## config.mk

```make
export PLATFORM = sky130hd
export DESIGN_NAME = param_datapath
export DESIGN_NICKNAME = d
export VERILOG_FILES = /design/src/rtl/param_datapath.sv
export SDC_FILE = /design/constraint.sdc
export NUM_CORES = 1
export LEC_CHECK = 0
export ABC_AREA = 1
export BUFFER_PORTS_ARGS = -buffer_cell sky130_fd_sc_hd__buf_2
export CORE_AREA = 2 2 198 200
export CTS_BUF_LIST = sky130_fd_sc_hd__clkbuf_8
export DETAILED_ROUTE_END_ITERATION = 12
export DIE_AREA = 0 0 200 202
export SYNTH_ARGS = -nofsm -noshare
export SYNTH_HDL_FRONTEND = slang
export SYNTH_SLANG_ARGS = --single-unit
```

## constraint.sdc

```tcl
create_clock -name clk -period 2.7 [get_ports clk]
set_input_delay 0.54 -clock clk [delete_from_list [all_inputs] [get_ports clk]]
set_output_delay 0.54 -clock clk [all_outputs]
set_load 0.02 [all_outputs]
```

## src/rtl/param_datapath.sv

```systemverilog
`default_nettype none
// ============================================================================
// Module   : param_datapath
// Purpose  : Single-issue processor datapath. It holds a parametrised register
//            file, a two-operand ALU with a {Z,N,C,V} status register, and one
//            execute stage that writes back on the next edge. The ALU result
//            is bypassed to a micro-op issued directly behind its producer.
//            The optional iterative shift-add multiplier (opcode 11) is
//            enabled by defining the DATAPATH_MUL_EN macro. When the macro is
//            undefined, opcode 11 acts as a NOP and op_ready is tied high.
// Ports    : clk, rst              clock, synchronous active-high reset
//            op_*                  micro-op issue (valid/ready handshake)
//            res_*                 registered completion report, one per op
//            flags                 {Z,N,C,V} status register
//            dbg_addr / dbg_data   combinational register-file read
// Revision : 1.0 - initial release
// ============================================================================
module param_datapath #(
    parameter int WIDTH = 16,
    parameter int NREGS = 8
) (
    input  logic                     clk,
    input  logic                     rst,
    input  logic                     op_valid,
    output logic                     op_ready,
    input  logic [3:0]               op_code,
    input  logic [$clog2(NREGS)-1:0] op_dst,
    input  logic [$clog2(NREGS)-1:0] op_srca,
    input  logic [$clog2(NREGS)-1:0] op_srcb,
    input  logic                     op_use_imm,
    input  logic [WIDTH-1:0]         op_imm,
    output logic                     res_valid,
    output logic                     res_we,
    output logic [$clog2(NREGS)-1:0] res_dst,
    output logic [WIDTH-1:0]         res_data,
    output logic [3:0]               flags,
    input  logic [$clog2(NREGS)-1:0] dbg_addr,
    output logic [WIDTH-1:0]         dbg_data
);
    localparam int RAW   = $clog2(NREGS);
    localparam int RAW_S = $clog2(WIDTH);

    localparam logic [3:0] OP_ADD = 4'd0,  OP_SUB = 4'd1,  OP_AND = 4'd2;
    localparam logic [3:0] OP_OR  = 4'd3,  OP_XOR = 4'd4,  OP_NOT = 4'd5;
    localparam logic [3:0] OP_SHL = 4'd6,  OP_SHR = 4'd7,  OP_MOV = 4'd8;
    localparam logic [3:0] OP_CMP = 4'd9,  OP_ADC = 4'd10, OP_MUL = 4'd11;

    logic [WIDTH-1:0] r_rf [NREGS];

    // Execute stage
    logic             r_ex_valid;
    logic [3:0]       r_ex_op;
    logic [RAW-1:0]   r_ex_dst;
    logic [WIDTH-1:0] r_ex_a, r_ex_b;

    logic             w_accept, w_is_mul;
    logic [WIDTH-1:0] w_opa, w_opb;
    logic             w_fwd;

    // ALU
    logic [WIDTH:0]   w_sum, w_diff;
    logic             w_cin;
    logic [WIDTH-1:0] w_alu_res;
    logic             w_alu_we, w_upd_zn, w_upd_cv, w_alu_c, w_alu_v;

    // Completion (EX stage or multiplier) feeding writeback
    logic             w_cmp_valid, w_cmp_we, w_cmp_upd_zn, w_cmp_upd_cv;
    logic [RAW-1:0]   w_cmp_dst;
    logic [WIDTH-1:0] w_cmp_data;

    assign w_accept = op_valid & op_ready;

    // Operand read with forwarding from the EX-stage producer. R0 is hard zero.
    assign w_fwd = r_ex_valid & w_alu_we;
    assign w_opa = (op_srca == '0) ? '0 :
                   (w_fwd && r_ex_dst == op_srca) ? w_alu_res : r_rf[op_srca];
    assign w_opb = op_use_imm ? op_imm :
                   (op_srcb == '0) ? '0 :
                   (w_fwd && r_ex_dst == op_srcb) ? w_alu_res : r_rf[op_srcb];

    // The producer of any earlier carry commits its flags on the same edge
    // that ADC enters EX, so the flags register already holds the bypassed C.
    assign w_cin  = (r_ex_op == OP_ADC) & flags[1];
    assign w_sum  = {1'b0, r_ex_a} + {1'b0, r_ex_b} + {{WIDTH{1'b0}}, w_cin};
    assign w_diff = {1'b0, r_ex_a} - {1'b0, r_ex_b};

    always_comb begin
        w_alu_res = '0;
        w_alu_we  = 1'b0;
        w_upd_zn  = 1'b0;
        w_upd_cv  = 1'b0;
        w_alu_c   = flags[1];
        w_alu_v   = flags[0];
        case (r_ex_op)
            OP_ADD, OP_ADC: begin
                w_alu_res = w_sum[WIDTH-1:0];
                w_alu_we  = 1'b1;
                w_upd_zn  = 1'b1;
                w_upd_cv  = 1'b1;
                w_alu_c   = w_sum[WIDTH];
                w_alu_v   = (r_ex_a[WIDTH-1] == r_ex_b[WIDTH-1]) &&
                            (w_sum[WIDTH-1] != r_ex_a[WIDTH-1]);
            end
            OP_SUB, OP_CMP: begin
                w_alu_res = w_diff[WIDTH-1:0];
                w_alu_we  = (r_ex_op == OP_SUB);
                w_upd_zn  = 1'b1;
                w_upd_cv  = 1'b1;
                w_alu_c   = ~w_diff[WIDTH];   // no borrow: A >= B unsigned
                w_alu_v   = (r_ex_a[WIDTH-1] != r_ex_b[WIDTH-1]) &&
                            (w_diff[WIDTH-1] != r_ex_a[WIDTH-1]);
            end
            OP_AND: begin w_alu_res = r_ex_a & r_ex_b; w_alu_we = 1'b1; w_upd_zn = 1'b1; end
            OP_OR:  begin w_alu_res = r_ex_a | r_ex_b; w_alu_we = 1'b1; w_upd_zn = 1'b1; end
            OP_XOR: begin w_alu_res = r_ex_a ^ r_ex_b; w_alu_we = 1'b1; w_upd_zn = 1'b1; end
            OP_NOT: begin w_alu_res = ~r_ex_a;         w_alu_we = 1'b1; w_upd_zn = 1'b1; end
            OP_MOV: begin w_alu_res = r_ex_b;          w_alu_we = 1'b1; w_upd_zn = 1'b1; end
            OP_SHL: begin
                w_alu_res = r_ex_a << r_ex_b[RAW_S-1:0];
                w_alu_we  = 1'b1;
                w_upd_zn  = 1'b1;
            end
            OP_SHR: begin
                w_alu_res = r_ex_a >> r_ex_b[RAW_S-1:0];
                w_alu_we  = 1'b1;
                w_upd_zn  = 1'b1;
            end
            default: ;   // NOP (and MUL when the multiplier is absent)
        endcase
    end

`ifdef DATAPATH_MUL_EN
    localparam int CNT_W = $clog2(WIDTH);

    typedef enum logic [0:0] {S_IDLE = 1'b0, S_MUL = 1'b1} state_t;
    state_t r_state, w_state_next;

    logic [WIDTH-1:0] r_mul_a, r_mul_b, r_mul_acc, w_mul_acc_next;
    logic [CNT_W-1:0] r_mul_cnt;
    logic [RAW-1:0]   r_mul_dst;
    logic             w_mul_done;

    assign w_is_mul       = (op_code == OP_MUL);
    assign op_ready       = (r_state == S_IDLE);
    assign w_mul_acc_next = r_mul_acc + (r_mul_b[0] ? r_mul_a : '0);
    // One partial product per cycle; the last one is written back directly.
    assign w_mul_done     = (r_state == S_MUL) && (r_mul_cnt == CNT_W'(WIDTH - 1));

    always_ff @(posedge clk) begin
        if (rst) r_state <= S_IDLE;
        else     r_state <= w_state_next;
    end

    always_comb begin
        w_state_next = r_state;
        case (r_state)
            S_IDLE:  if (w_accept && w_is_mul) w_state_next = S_MUL;
            S_MUL:   if (w_mul_done)           w_state_next = S_IDLE;
            default: w_state_next = S_IDLE;
        endcase
    end

    always_ff @(posedge clk) begin
        if (rst) begin
            r_mul_a   <= '0;
            r_mul_b   <= '0;
            r_mul_acc <= '0;
            r_mul_cnt <= '0;
            r_mul_dst <= '0;
        end else if (r_state == S_IDLE) begin
            if (w_accept && w_is_mul) begin
                r_mul_a   <= w_opa;
                r_mul_b   <= w_opb;
                r_mul_acc <= '0;
                r_mul_cnt <= '0;
                r_mul_dst <= op_dst;
            end
        end else begin
            r_mul_acc <= w_mul_acc_next;
            r_mul_a   <= r_mul_a << 1;
            r_mul_b   <= r_mul_b >> 1;
            r_mul_cnt <= r_mul_cnt + 1'b1;
        end
    end
`else
    assign w_is_mul = 1'b0;
    assign op_ready = 1'b1;
`endif

    always_comb begin
        w_cmp_valid  = r_ex_valid;
        w_cmp_we     = r_ex_valid & w_alu_we;
        w_cmp_upd_zn = r_ex_valid & w_upd_zn;
        w_cmp_upd_cv = r_ex_valid & w_upd_cv;
        w_cmp_dst    = r_ex_dst;
        w_cmp_data   = w_alu_res;
`ifdef DATAPATH_MUL_EN
        // EX is empty while the multiplier runs, so the two never collide.
        if (w_mul_done) begin
            w_cmp_valid  = 1'b1;
            w_cmp_we     = 1'b1;
            w_cmp_upd_zn = 1'b1;
            w_cmp_upd_cv = 1'b0;
            w_cmp_dst    = r_mul_dst;
            w_cmp_data   = w_mul_acc_next;
        end
`endif
    end

    always_ff @(posedge clk) begin
        if (rst) begin
            for (int i = 0; i < NREGS; i++) r_rf[i] <= '0;
            r_ex_valid <= 1'b0;
            r_ex_op    <= '0;
            r_ex_dst   <= '0;
            r_ex_a     <= '0;
            r_ex_b     <= '0;
            res_valid  <= 1'b0;
            res_we     <= 1'b0;
            res_dst    <= '0;
            res_data   <= '0;
            flags      <= '0;
        end else begin
            r_ex_valid <= w_accept & ~w_is_mul;
            if (w_accept) begin
                r_ex_op  <= op_code;
                r_ex_dst <= op_dst;
                r_ex_a   <= w_opa;
                r_ex_b   <= w_opb;
            end
            res_valid <= w_cmp_valid;
            res_we    <= w_cmp_we;
            if (w_cmp_valid) begin
                res_dst  <= w_cmp_dst;
                res_data <= w_cmp_data;
            end
            if (w_cmp_we && w_cmp_dst != '0) r_rf[w_cmp_dst] <= w_cmp_data;
            if (w_cmp_upd_zn) flags[3:2] <= {(w_cmp_data == '0), w_cmp_data[WIDTH-1]};
            if (w_cmp_upd_cv) flags[1:0] <= {w_alu_c, w_alu_v};
        end
    end

    assign dbg_data = (dbg_addr == '0) ? '0 : r_rf[dbg_addr];

endmodule
`default_nettype wire
```

* Yosys cells after proc, flatten, opt, wreduce, memory -nomap -nowiden
Memory sizes are Yosys's and may differ from the RTL's.
Cells that the tools add are included.
** Storage, ports and cells
- Register bits after elaboration :: 65
- Memory bits (writable) :: 128
- Input port bits :: 36
- Output and inout bits :: 42
- Word-level logic and storage cells :: 81
- Memories :: 1
** Memory list
- r_rf :: depth 8, bits a word 16, rd ports 3, clocked after memory_dff 0, write ports 8, RTL line 48 : logic [WIDTH-1:0] r_rf [NREGS];
** Operators by class
- Add/sub/neg operators :: 3
- Eq/ne operators :: 16
- Shift operators :: 2
- Mux-type cells :: 20
- Bitwise logic cells :: 9
- Reductions and logical operators :: 19
** Operator list (count)
- case mux 16 bit (9 select lines) :: 1
- two-way mux 16 bit :: 7
- adder 16 x 16 -> 17 bit :: 1
- adder 17 x 1 -> 17 bit :: 1
- subtractor 16 x 16 -> 17 bit :: 1
- AND 16 bit :: 1
- == test 4 x 3 -> 1 bit, second input constant :: 4
- logical NOT 16 bit :: 1
- inverter 16 bit :: 1
- bitwise OR 16 bit :: 1
- OR reduction 16 bit :: 1
- left shift 16 x 4 -> 16 bit :: 1
- >> shifter 16 x 4 -> 16 bit :: 1
- XOR 16 bit :: 1
- == test 4 bit, second input constant :: 3
- OR reduction 11 bit :: 1
- logical NOT 3 bit :: 3
- OR reduction 9 bit :: 1
- == test 4 x 2 -> 1 bit, second input constant :: 2
- two-way mux 1 bit :: 8
- == test 3 bit :: 2
- case mux 1 bit (2 select lines) :: 3
- logical AND 1 bit :: 5
- AND 1 bit :: 4
- 11 further kinds :: 14

* Depth between registers and ports, before layout
Gate-level depths: netlist of the first run.
- Depth after elaboration :: 10
- Gate-level depth with buffers :: 20
- Gate-level depth less buffers :: 20

* Worst setup path before layout of the first run
OpenSTA, ideal clock, no wires.
- Path kind :: register to register
- Start :: register r_ex_op[3]
- End :: register flags[3]
- Library setup time :: 0.067 ns
- Data arrival time :: 2.628 ns
- Data required time :: 2.633 ns
- Slack :: 0.005 ns
- Stages on the path, launching flop included :: 17
- Buffers on the path :: 0
- Period minus slack after synthesis :: 2.695 ns
- Cells stage by stage :: dfxtp_1 nand2_1 nor2_1 nand2_1 fa_1 fa_1 inv_1 nand4_1 nand2_1 a21oi_1 o21ai_0 nand3_2 nor2_1 nand2_1 nor2_1 nand3_1 a21oi_2
** On the way
- Longest elaborated chain between the ends :: 5
- Elaborated cells between the ends (all ways) :: 20
- Classes of those cells :: add/sub: 1; eq/ne: 10; mux: 2; bitwise: 2; reduce/logical: 5
** Ends and longest elaborated chain
- start: declaration :: RTL line 52 : logic [3:0] r_ex_op;
- start signal: assignment :: RTL line 226 : r_ex_op <= op_code;
- == test 4 bit :: RTL line 83, 94
- AND 1 bit :: RTL line 83 : assign w_cin = (r_ex_op == OP_ADC) & flags[1];
- adder 17 x 1 -> 17 bit :: RTL line 84 : assign w_sum = {1'b0, r_ex_a} + {1'b0, r_ex_b} + {{WIDTH{1'b0}}, w_cin};
- case mux 16 bit (9 select lines) :: RTL line 94 : case (r_ex_op)
- logical NOT 16 bit :: RTL line 238 : if (w_cmp_upd_zn) flags[3:2] <= {(w_cmp_data == '0), w_cmp_data[WIDTH-1]};
- end signal: assignment :: RTL line 238
- end: declaration :: RTL line 36 : output logic [3:0] flags,
Parallel ways exist; a longest one is shown, timed or not.
A chain may end at the register's enable or synchronous reset.

==> results of run 1 <==
-- sequential cells by signal, summed over array words and instances (netlist names) --
register,count
r_ex_b,16
flags,4
r_ex_op,4
res_we,1
res_data,16
res_dst,3
res_valid,1
r_ex_valid,1
r_ex_a,16
r_ex_dst,3
r_rf,128
-- Yosys cell counts (6+ instances only) --
cell type  count  area share
inv_1        295       0.073
edfxtp_1     128        0.25
and2_1         7      0.0029
o211ai_1      26       0.013
clkbuf_1      94       0.023
nand4_1       17      0.0070
buf_1         12      0.0030
buf_2         31       0.010
buf_4          8      0.0040
nor3_1        14      0.0046
a21oi_1      239       0.079
o221ai_1       6      0.0035
a31oi_1       28       0.012
ha_1          49       0.041
o21ai_0      225       0.074
inv_2          9      0.0022
nor2_2         7      0.0029
nand2_1      594        0.15
a221oi_1      18       0.010
o22ai_1       17      0.0070
nand3_1      215       0.071
dfxtp_1       65       0.086
nor2_1       166       0.041
-- cell usage in the layout (no fill, tap or decap), types with 16 or more instances in the layout --
master    instances
inv_1           279
conb_1           17
o21ai_0         215
dfxtp_1          57
buf_12           23
ha_1             40
edfxtp_1        128
o211ai_1         26
nand2_2          23
a221oi_1         18
a21oi_1         236
nand2_1         567
buf_2            78
o22ai_1          17
clkbuf_8         17
nand4_1          17
nor2_2           16
inv_2            25
buf_4           202
nand3_1         204
a31oi_1          28
nor2_1          154
-- power breakdown --
part / internal, uW / switching (uW)
Clock: 809 / 1130
Combinational: 1170 / 2130
Sequential: 3300 / 113
Total: 5270 / 3370
-- through the flow --
step / area, sq um / hold WS (ns) / worst slack, ns / instances / total power, uW
after global placement: 17600 / 0.4601 / -0.2960 / 3012 / 6453
after floorplan: 15190 / 0.4741 / 0.004784 / 2335 / 5010
after detailed placement: 17600 / 0.4581 / -0.3089 / 3012 / 6463
final: 18480 / 0.2829 / -0.05226 / 3051 / 8644
after global routing: 18480 / 0.2692 / -0.1717 / 3051 / 8957
after CTS: 18110 / 0.2558 / 0.003831 / 3047 / 8414
-- kinds of logic (layout without fill, tap and decap cells) --
kind of cell	Yosys count	in the layout	synth area share
fa+ha+maj	52	52	0.04448
compound gates	582	582	0.2103
xor+xnor	2	2	0.001158
other cells	2	17	0.0004962
simple gates	1032	1032	0.2841
flops	193	193	0.3399
buf+inv	457	655	0.1195
-- final cells by class --
class	count	area share
clock buffer	17	0.01266
sequential	193	0.2791
inverter	308	0.06256
tap	518	0.03507
multi-input combinational	1685	0.4672
clock inverter	15	0.007854
timing repair buffer	315	0.1356
-- routing by layer --
metal	up-vias	routed length, um
met4	0	4482
met3	244	6440
met2	1040	32730
li1	8081	-
met1	8281	26530
met5	-	0
-- repair_timing --
action,in CTS,in global routing
setup buffers,0,2
gates resized for setup,34,112
gates cloned,3,2
pin swaps,5,14
endpoints found under the setup margin,90,124
-- worst paths after layout --
check / endpoint / startpoint
worst min-delay path: res_we / rst
worst max register to register: r_rf[1][14] / r_ex_op[0]
worst min register to register: res_data[7] / res_data[7]
worst max-delay path: r_rf[1][14] / r_ex_op[0]
==> impl_metrics.ini, run 1 <==
[worst_setup_path]
end_kind = register
worstPathMaxFanout = 5
r2r_cells = 17
cp.required_ns = 2.99
crit_chain = inv_2 -> nand2_2 -> nor2_2 -> nand2_2 -> fa_2 -> fa_2 -> inv_2 -> nand4_1 -> nand2_2 -> nand2_2 -> nand2_1 -> nand2_1 -> nand3_2 -> nand3_4 -> buf_8 -> nand2_4 -> inv_2
critPathArrivalTime_ns = 3.05
crit_top_cell = nand2_2
path_buf_inv = 4
crit_slowest_cell = fa_2
crit_path_max_incr_delay_ns = 0.41
critPathKind = register to register
crit_family = simple AND/OR/NAND/NOR gates
cp.depth = 17
start_kind = register
r2r_setup_slack_ns = -0.05

[yosys]
synth-main-ff-cell = edfxtp_1
synth.cell_area_sq_mm = 0.01513
synthDistinctLibCells = 46
yosys_warnings = 0
synth_seq_cells = 193
ys_seq_area_frac = 0.3399
async_flop_share = 0
synth_edf_count = 128
syn_inst = 2320
syn_area_per_cell_sq_um = 6.523

[pwr]
ir_drop_uv = 374.7
leakagePower_uw = 0.008908
powerDensity_mw_per_mm2 = 467.8

[clock_network]
cts.path.max_buffers = 2
cts_max_level = 4
cts_root_buf = clkbuf_8
holdBufCountCts = 0
cts_sinks = 193
cts-buffers-inserted = 17
tritoncts = yes
clock_latency_ns = 0.53
clkTransAtPathRegs_ns = 0.10

[sta]
setup_viol = 10
finalCritPeriodShare = 1.019
skew_ns = 0.01658
fmax_mhz = 363.3
rsz0062_at_grt = true
maxSlewHeadroom = 0.06224
fin_crit_ns = 2.752
setup_tns_ns = -0.3675
worst_pin_slew_ns = 1.401
finalHoldViolCount = 0
fin_ws_ns = -0.05226
slew_viol_final = 0

[final_layout]
seq_area_sq_mm = 0.005157
nets = 2608
drive_gt1_frac = 0.1859
fill_cells = 3972
multi_input_area_sq_mm = 0.008633
final_core_util = 0.4827
area_growth_pct = 22.11
diodes = 0

[worst_hold_path]
hold_path.class = primary input to register
worstHoldPathCells = 2

[route]
routed_via_density = 5.784
dr.first_iter.drc_count = 2283
drc = 0
wirelength_um = 70180
antenna_left = 0
wire_per_inst_um = 23.00
drt_first_pass_iters = 6
vias = 17650

[die]
dieWidth_um = 200
fp.dieH_um = 202
rows = 72
io_pins = 78
die_area_sq_mm = 0.04040
initial_core_util = 0.3953
coreArea_sq_mm = 0.03829

[global_route]
gr-max-usage-layer = met2
grt_pass1_wl_um = 103100
grt_use_met2 = 0.5720
grt_remaining_overflow = 0
grt_pass1_vias = 16440
grt_start_max_net_pins = 61
met3_usage = 0.05490
met1_usage = 0.4310
grt_util_all_layers = 0.3460
antenna_found_initial = 0

[job]
drv_cap = 0

[placed_design]
numPortBuffers = 76
dp_hpwl_um = 51620
gp_congestion = 1.041

[status]
status = finished with violations
violations = negative setup slack
Power figures use the tool's default switching activity.
==> run 2, diff against run 1 <==
- CORE_AREA: 2 2 198 200 -> 2 2 221 179
- DIE_AREA: 0 0 200 202 -> 0 0 223 181
- GPL_ROUTABILITY_DRIVEN: default -> 0
==> impl_metrics.ini, run 2 (synthesis gave the netlist of run 1 again) <==
[status]
status = finished with violations
violations = negative setup slack

[global_route]
grt_util_all_layers = 0.3104
grt_start_max_net_pins = 54
grt_pass1_vias = 15860
grt_pass1_wl_um = 94720
grt_remaining_overflow = 0
antenna_found_initial = 0

[pwr]
powerDensity_mw_per_mm2 = 473.8
ir_drop_uv = 373.1
leakagePower_uw = 0.008758

[worst_setup_path]
crit_family = simple AND/OR/NAND/NOR gates
worstPathMaxFanout = 2
cp-startpoint = r_ex_op[2]
cp.required_ns = 3.17
r2r_setup_slack_ns = -0.11
crit_slowest_cell = fa_2
r2r_cells = 14
path_buf_inv = 1
reg2reg_to = flags[3]
worstSetupEndpoint = flags[3]
start_kind = register
critPathArrivalTime_ns = 3.28
cp.depth = 14
end_kind = register
worstReg2RegStart = r_ex_op[2]
crit_path_max_incr_delay_ns = 0.55
crit_chain = inv_2 -> nand2_2 -> nor2_2 -> nand2_2 -> fa_2 -> fa_2 -> o21bai_1 -> nor2_1 -> nand4_1 -> nor2_1 -> nand2_1 -> nor2_2 -> nand3_1 -> a21oi_2
critPathKind = register to register

[clock_network]
tritoncts = yes
cts-buffers-inserted = 17
cts.path.max_buffers = 2
clkTransAtPathRegs_ns = 0.12
cts_root_buf = clkbuf_8
clock_latency_ns = 0.53
cts_sinks = 193
holdBufCountCts = 0
cts_max_level = 4

[job]
drv_cap = 0

[final_layout]
final_cell_mix = 565 x nand2_1, 277 x inv_1, 237 x a21oi_1, 214 x o21ai_0, 198 x nand3_1
diodes = 0
drive_gt1_frac = 0.1744
final_common_cell = nand2_1
largest_register = r_rf
area_growth_pct = 19.94
nets = 2563
stdcell_area_sq_mm = 0.01815
largest_reg_flops = 128
final_core_util = 0.4772

[route]
antenna_left = 0
routed_via_density = 5.882
vias = 17550
wirelength_um = 64670
drt_first_pass_iters = 9
wire_per_inst_um = 21.68
dr.first_iter.drc_count = 2485
drc = 0

[sta]
setup_viol = 36
worst_pin_slew_ns = 1.006
finalHoldViolCount = 0
fin_crit_ns = 2.807
fin_ws_ns = -0.1068
rsz0062_at_grt = true
maxSlewHeadroom = 0.3269
fmax_mhz = 356.3
finalCritPeriodShare = 1.040
slew_viol_final = 0
skew_ns = 0.02248

[die]
initial_core_util = 0.3979
dieWidth_um = 223
io_pins = 78
rows = 64
coreArea_sq_mm = 0.03804
die_area_sq_mm = 0.04036
fp.dieH_um = 181

[placed_design]
post_dp_cell_area_sq_mm = 0.01713
post-place-ws_ns = -0.2227
dp_hpwl_um = 46270
numPortBuffers = 76

[worst_hold_path]
holdCritStartpoint = op_dst[0]
hold_path.class = primary input to register
run 2: how the worst min path moves through the flow:
stage | slack (ns) | endpoint | depth (start not counted)
6_report | 0.29 | r_ex_dst[0] | 3
3_3_place_gp | 0.46 | res_data[2] | 2
2_1_floorplan | 0.47 | res_we | 2
5_1_grt | 0.29 | r_ex_dst[0] | 3
4_1_cts | 0.27 | r_ex_dst[0] | 3
3_5_place_dp | 0.46 | res_data[2] | 2
run 2: where the power goes:
part / total, uW / switching [uW] / leakage [uW] / internal (uW)
logic: 3080 / 2020 / 0.00669 / 1050
registers: 3400 / 108 / 0.00185 / 3300
clock network: 2120 / 1220 / 0.000222 / 900
run 2: stage by stage:
step           total power (uW)  TNS (ns)  hold slack [ns]  cells
6_report                   8600    -1.135           0.2861   2983
5_1_grt                    8946    -4.976           0.2881   2983
4_1_cts                    8306  -0.01978           0.2714   2977
3_5_place_dp               6191    -9.226           0.4579   2941
3_3_place_gp               6167    -3.836           0.4589   2941
2_1_floorplan              5010         0           0.4741   2335
run 2: cell type report:
class                      instances  area (sq um)
timing repair buffer             270          2125
clock buffer                      18         247.7
multi-input combinational       1685          8650
fill                            3820         19880
clock inverter                    14         190.2
sequential                       193          5149
tap                              495         619.3
inverter                         308          1172
run 2: timing repair:
action,in CTS,in global routing
buffers inserted,3,4
gates cloned,1,3
endpoints found under the setup margin,106,110
pin swaps,4,15
gates resized for setup,23,143
run 2: metal layers:
| layer | vias up | GRT usage | share of wire |
|---|---|---|---|
| met5 | - | 0 | 0 |
| met4 | 0 | 0.1272 | 0.042 |
| met3 | 200 | 0.08570 | 0.14 |
| met2 | 1293 | 0.4381 | 0.41 |
| met1 | 8066 | 0.4431 | 0.41 |
| li1 | 7986 | - | - |
run 2: tightest hold or removal path, stage by stage:
cell and delay (ns):
buf_2 0.07, o21ai_0 0.07, a21oi_1 0.10
